==> src/rtl/digest_hex_tx.sv <==
// digest_hex_tx
//
// Prints a 256-bit digest as 64 ASCII hex characters followed by a line feed (8'h0A),
// one character per handshake with a byte-wide UART transmitter. The most significant
// nibble (hash_in[255:252]) goes out first. A configurable idle gap separates characters.
//
// Parameters
//   CHAR_DELAY  idle cycles inserted between consecutive characters (0 = no gap)
//   UPPERCASE   0: hex letters a-f, 1: hex letters A-F
//
// Ports
//   clk         single clock, all logic on the rising edge
//   reset       synchronous, active-high reset
//   hash_in     digest to print, sampled when hash_valid is seen in IDLE
//   hash_valid  single-cycle capture strobe, ignored outside IDLE
//   tx_done     from the UART: high once the current character has been shifted out
//   tx_en       request to the UART to send tx_data
//   tx_data     ASCII character presented to the UART
//   busy        high from capture until the block is back in IDLE
//   done        one-cycle pulse after the terminating LF has been sent
//   char_idx    index of the current character, 0..64 (64 is the LF)

module digest_hex_tx #(
    parameter int unsigned CHAR_DELAY = 1000,
    parameter int unsigned UPPERCASE  = 0
) (
    input  logic         clk,
    input  logic         reset,
    input  logic [255:0] hash_in,
    input  logic         hash_valid,
    input  logic         tx_done,
    output logic         tx_en,
    output logic [7:0]   tx_data,
    output logic         busy,
    output logic         done,
    output logic [6:0]   char_idx
);

    localparam logic [6:0]  LastIdx = 7'd64;
    localparam logic [7:0]  LineFeed = 8'h0A;
    // Last GAP count value; only meaningful when CHAR_DELAY is non-zero.
    localparam logic [31:0] GapLast = 32'(CHAR_DELAY - 1);

    typedef enum logic [2:0] {
        StIdle,
        StLoad,
        StWaitClr,
        StSend,
        StGap,
        StFin
    } state_e;

    state_e         state_q, state_d;
    logic [255:0]   digest_q, digest_d;
    logic [6:0]     idx_q, idx_d;
    logic [7:0]     data_q, data_d;
    logic [31:0]    gap_q, gap_d;
    logic           tx_en_q;
    logic           busy_q;
    logic           done_q;

    // Digest viewed as 64 nibbles; nibble 63 holds bits [255:252] and is printed first.
    logic [63:0][3:0] nibbles;
    logic [3:0]       cur_nibble;

    assign nibbles    = digest_q;
    assign cur_nibble = nibbles[6'd63 - idx_q[5:0]];

    function automatic logic [7:0] hex_char(input logic [3:0] n);
        logic [7:0] letter_base;
        letter_base = (UPPERCASE != 0) ? 8'h41 : 8'h61;
        if (n < 4'd10) begin
            return 8'h30 + {4'h0, n};
        end
        return letter_base + {4'h0, n} - 8'd10;
    endfunction

    // Next-state logic
    always_comb begin
        state_d  = state_q;
        digest_d = digest_q;
        idx_d    = idx_q;
        data_d   = data_q;
        gap_d    = gap_q;

        unique case (state_q)
            StIdle: begin
                if (hash_valid) begin
                    digest_d = hash_in;
                    idx_d    = 7'd0;
                    state_d  = StLoad;
                end
            end

            StLoad: begin
                data_d  = (idx_q == LastIdx) ? LineFeed : hex_char(cur_nibble);
                state_d = StWaitClr;
            end

            // A tx_done still high from the previous character must not be taken as
            // completion of this one, so wait for it to fall first.
            StWaitClr: begin
                if (!tx_done) begin
                    state_d = StSend;
                end
            end

            StSend: begin
                if (tx_done) begin
                    if (idx_q == LastIdx) begin
                        state_d = StFin;
                    end else begin
                        idx_d   = idx_q + 7'd1;
                        gap_d   = 32'd0;
                        state_d = (CHAR_DELAY == 0) ? StLoad : StGap;
                    end
                end
            end

            // gap_q counts cycles already spent here; leaving at GapLast gives exactly
            // CHAR_DELAY cycles. The counter saturates rather than wrapping.
            StGap: begin
                if (gap_q == GapLast) begin
                    gap_d   = 32'd0;
                    state_d = StLoad;
                end else if (gap_q != 32'hFFFF_FFFF) begin
                    gap_d = gap_q + 32'd1;
                end
            end

            StFin: begin
                state_d = StIdle;
            end

            default: begin
                state_d = StIdle;
            end
        endcase
    end

    // State and registered outputs. The Moore outputs are registered from state_d so
    // that they line up with the state they describe.
    always_ff @(posedge clk) begin
        if (reset) begin
            state_q  <= StIdle;
            digest_q <= '0;
            idx_q    <= '0;
            data_q   <= '0;
            gap_q    <= '0;
            tx_en_q  <= 1'b0;
            busy_q   <= 1'b0;
            done_q   <= 1'b0;
        end else begin
            state_q  <= state_d;
            digest_q <= digest_d;
            idx_q    <= idx_d;
            data_q   <= data_d;
            gap_q    <= gap_d;
            tx_en_q  <= (state_d == StSend);
            busy_q   <= (state_d != StIdle);
            done_q   <= (state_d == StFin);
        end
    end

    assign tx_en    = tx_en_q;
    assign tx_data  = data_q;
    assign busy     = busy_q;
    assign done     = done_q;
    assign char_idx = idx_q;

endmodule

==> config.mk <==
export PLATFORM = sky130hd
export DESIGN_NAME = digest_hex_tx
export DESIGN_NICKNAME = d
export VERILOG_FILES = /design/src/rtl/digest_hex_tx.sv
export SDC_FILE = /design/constraint.sdc
export NUM_CORES = 1
export LEC_CHECK = 0
export ABC_AREA = 0
export CAP_MARGIN = 10
export CORE_UTILIZATION = 56
export DETAILED_ROUTE_END_ITERATION = 10
export PLACE_DENSITY = 0.91
export SYNTH_ARGS = -nofsm -noshare
export SYNTH_HDL_FRONTEND = slang
export SYNTH_SLANG_ARGS = --single-unit
==> constraint.sdc <==
create_clock -name clk -period 4.62 [get_ports clk]
set_input_delay 1.155 -clock clk [delete_from_list [all_inputs] [get_ports clk]]
set_output_delay 1.155 -clock clk [all_outputs]
set_load 0.05 [all_outputs]
# --- After elaboration in Yosys (flattened, before gate mapping) ---
# Index checks and enable logic that the tools add are counted.
word_totals:
  ff_bits: 309
  word_cells: 58
  inputBits: 260
  out_inout_bits: 18
op_classes:
  reduce_logical: 7
  n_addsub: 6
  mux: 22
  n_eq_ne: 13
  order_cmp: 2
op_table:
  columns: ["cell", "count"]
  rows:
  - ["32-bit 2-to-1 mux", 4]
  - ["32-bit one-hot mux with 2 select lines", 1]
  - ["32-bit by 1-bit adder with 32-bit output (second input constant)", 1]
  - ["32-bit by 10-bit equality test with 1-bit output (second input constant)", 1]
  - ["32-bit != test (second input constant)", 1]
  - ["4-bit binary-select mux with 6-bit select", 1]
  - ["8-bit 2-to-1 mux", 3]
  - ["7-bit 2-to-1 mux", 3]
  - ["3-bit one-hot mux with 5 select lines", 1]
  - ["7-bit one-hot mux with 2 select lines", 1]
  - ["3-bit 2-to-1 mux", 4]
  - ["3-bit by 2-bit equality test with 1-bit output (second input constant)", 3]
  - ["7-bit by 4-bit adder with 8-bit output (first input constant)", 1]
  - ["4-bit AND reduction", 2]
  - ["8-bit by 4-bit subtractor with 8-bit output (second input constant)", 1]
  - ["6-bit by 4-bit adder with 7-bit output (first input constant)", 1]
  - ["7-bit by 1-bit adder with 7-bit output (second input constant)", 1]
  - ["7-bit equality test (second input constant)", 1]
  - ["6-bit by 7-bit less-than comparator with 1-bit output (second input constant)", 1]
  - ["3-bit equality test (second input constant)", 2]
  - ["2-bit != test (second input constant)", 3]
  - ["6-bit subtractor (first input constant)", 1]
  - ["4-bit less-than comparator (second input constant)", 1]
  - ["4-bit 2-to-1 mux", 1]
  - ["7 further kinds", 10]

# --- Depth between registers and ports, before layout ---
logic_depth:
  word_depth: 8
  ltp_mapped: 13
  depth_no_buf: 10

# --- Worst setup path after synthesis ---
# No wires, ideal clock.
synth_path:
  kind: "flip-flop to flip-flop"
  startpoint: "register idx_q[0] (netlist: char_idx[0])"
  endpoint: "register data_q[4] (netlist: tx_data[4])"
  slack_ps: 1509
  setup_ps: 117
  arrival_time_ps: 2994
  n_path_buf: 3
  stages_incl_launch_ff: 14
  synth_period_minus_slack_ps: 3111
  required_time_ps: 4503
  cell_sequence: "dfxtp_1 -> buf_6 -> buf_6 -> buf_6 -> nor2_1 -> a221o_1 -> o21ai_0 -> nor3_1 -> nor2_1 -> inv_1 -> ha_1 -> or3_1 -> a21bo_1 -> a22o_1"
synth_between:
  elab_chain_cells: 8
  word_cells_on_any_way: 13
  classes_between: "4 x add/sub; 1 x order compare; 1 x eq/ne; 7 x mux"
synth_rtl:
  columns: ["item", "line_no", "text"]
  rows:
  - ["start: declaration", "55", "logic [6:0] idx_q, idx_d;"]
  - ["start signal: assignment", "156", "idx_q <= idx_d;"]
  - ["parallel branches: the longest is 7 deep, another holds 7-bit by 4-bit adder with 8-bit output", null, null]
  - ["8-bit 2-to-1 mux *", "96", "data_d = (idx_q == LastIdx) ? LineFeed : hex_char(cur_nibble);"]
  - ["end signal: assignment", "157", "data_q <= data_d;"]
  - ["end: declaration", "56", "logic [7:0] data_q, data_d;"]
# Every way passes the cells marked *. The select of a mux whose other input is x is not followed.
# A chain may end at the register's enable or synchronous reset.

# --- Worst setup path in the final report ---
layout_path:
  startpoint: "register idx_q[0] (netlist: char_idx[0])"
  endpoint: "output char_idx[0]"
layout_lines:
  columns: ["item", "line_no", "text"]
  rows:
  - ["end: declaration", "36", "output logic [6:0] char_idx"]
# No word-level cell between the ends.

==> run metrics <==
First-pass DRT Iterations=5; ys flop type=dfxtp_1; fraction of layout cells with a size suffix above 1=7.48%; vias in the first global route=11900; Clock Pin Slew Worst Setup and Hold Paths=0.06 ns; Die Height=157 um; Final ANT Viol Nets=0; Post-CTS Setup Bufs=0; global-route wire length before repair=59.0 mm; Tcrit/Tclk final=85.8%; Remaining DRCs=0; Worst Path Max Fanout=49; worst skew pair latency=0.57 ns; post_cts resized=0; CTS tree=done; most frequent cells in the layout=nand2_1, dfxtp_1, clkdlybuf4s50_1; XOR/XNOR share of the synthesized area=2.21%; Fin. Hold Viols=0; Final Cell Area=17200 um^2; Longest Clk Path Bufs=3; worst endpoint required time=3.46 ns; # setup viols final=0; PwrDens=359 nW/um^2; Distinct cells, synth=68; vias=12290; hold depth=2; root buf cell=clkbuf_16; largest net degree at the start of global routing=183; clk_skew=0.0217 ns; complex-gate fraction of the synthesized area=13.2%; Period minus WS final=3.96 ns; Worst Slack Setup Final=0.657 ns; largest family of logic cells by synthesized area=simple AND/OR/NAND/NOR gates; io pins=278; pre-CTS setup slack=0.933 ns; net count after synthesis=1859; CP Launch Type=flop; WP data arrival=2.81 ns; nets=2062; # fillers=1694; area growth from synthesis to layout=27.7%; crit path kind=flop to output port; initial DRC count=1096; CTS Hold Bufs=0; relative slew slack=22.4%; drt total wl=37.6 mm; r2r worst-path depth=11; Post-synth EDFFs=0; final setup TNS=0 ns; mux contribution to synthesized area=12.2%; Leak=0.00612 uW; outcome=completed; adder-cell share of the synthesized area=0.371%; Clock H-tree levels=1; ant diodes=0; achievable frequency=252 MHz; Synth Area in Simple Gates=21.7%; Via density=5.75; Post-DP HPWL=25.7 mm; Hold/Removal Path Class=flop to flop; #FFs+latches synth=308; Site Rows=56; ys async rst share=0%; Core ar.=23500 um^2; final count of pins violating max slew=0; area of the die=24700 um^2; initial antenna violation count=0; Total GRT Usage=30.2%; worst-margin pin slew=1.16 ns; gr ovfl total=0; routability cong.=0.962; Initial Util=57.3%; Syn Inst Count=1595; sequential-to-total area share from yosys stat=45.7%; die width=157 um; Post-Syn Area=13500 um^2; commonest non-fill, non-tap cell in the layout=nand2_1; Synth Warn #=0; port bufs=276; Syn Area/Cell=8.46 um^2; Sink Count=308; Max-cap violations=0; DP Area=16300 um^2; Crit. End Element=output port; PnR Total Power=6180 uW; Avg WL per Cell=17.6 um; Worst IR Drop VDD=324 uV; RSZ-0062 raised after global routing=false; CTS Buf Count=30
[cell type report]
| cell class | count | area (um^2) | share of cell area, % |
|---|---|---|---|
| Clock inverter | 6 | 55.1 | 0.320 |
| Clock buffer | 46 | 922 | 5.35 |
| Multi-Input combinational cell | 1159 | 6710 | 38.9 |
| Timing Repair Buffer | 290 | 2930 | 17.0 |
| Inverter | 9 | 33.8 | 0.196 |
| Sequential cell | 308 | 6170 | 35.8 |
| Tap cell | 319 | 399 | 2.32 |
[final timing paths]
check | startpoint | endpoint | slack (ns)
worst max-delay path | char_idx[0] | char_idx[0] | 0.66
worst min-delay path | digest_q[245] | digest_q[245] | 0.45
worst max register to register | char_idx[0] | tx_data[4] | 1.05
worst min register to register | digest_q[245] | digest_q[245] | 0.45
[Yosys cell counts (4+ instances only)]
cell type,number,area (um^2)
a21oi_1,270,1350
a22oi_1,5,37.5
and3_1,8,50.1
buf_2,12,60.1
buf_4,7,52.6
buf_6,9,101
clkbuf_1,88,330
dfxtp_1,308,6170
ha_1,4,50.1
inv_1,8,30.0
mux2_2,7,78.8
mux2i_1,26,260
mux4_1,5,131
mux4_2,52,1170
nand2_1,539,2020
nand2b_1,5,31.3
nand3_1,27,135
nand4_1,15,93.8
nor2_1,60,225
nor2b_1,12,75.1
nor3_1,11,55.1
nor4_1,9,56.3
o21ai_0,11,55.1
o221ai_1,6,52.6
or3_1,5,31.3
xnor2_1,11,96.3
xor2_1,23,201
[sequential cells by signal (all words and copies together) (netlist names)]
register  flops
gap_q        32
busy          1
tx_data       7
char_idx      7
done          1
tx_en         1
state_q       3
digest_q    256
[logic make-up after synthesis]
kind of cell / Yosys count
multiplexers: 90
XOR/XNOR: 34
AO/OA/AOI/OAI: 321
adder cells (fa/ha/maj): 4
other: 1
AND/OR/NAND/NOR: 709
buffers and inverters: 128
flip-flops: 308
[power breakdown]
group | internal [uW] | total (uW) | switching, uW
Clock | 1370 | 2390 | 1020
Combinational | 408 | 858 | 450
Sequential | 2830 | 2930 | 98.7
[metrics by stage]
stage | cells | utilization [%] | hold WS, ns
finish | 2137 | 73.2 | 0.453
global route | 2137 | 73.2 | 0.469
CTS | 2137 | 73.2 | 0.455
detailed placement | 2085 | 69.0 | 0.446
global placement | 2085 | 69.0 | 0.439
floorplan | 1595 | - | 0.432
[metal layers]
metal,part of all wire (%),up-vias,wire length [um],global-route usage [%]
met3,7.7,109,2900,4.35
met1,38,5825,14500,37.9
met2,50,529,18700,51.9
met4,4.2,0,1590,12.3
met5,0,-,0,0
li1,-,5827,-,-
[worst max-delay path, stage by stage, from the launching register on]
cell and delay (ns):
dfxtp_4 0.93, buf_4 0.42, clkdlybuf4s50_1 0.87
(Power assumes the default switching activity.)
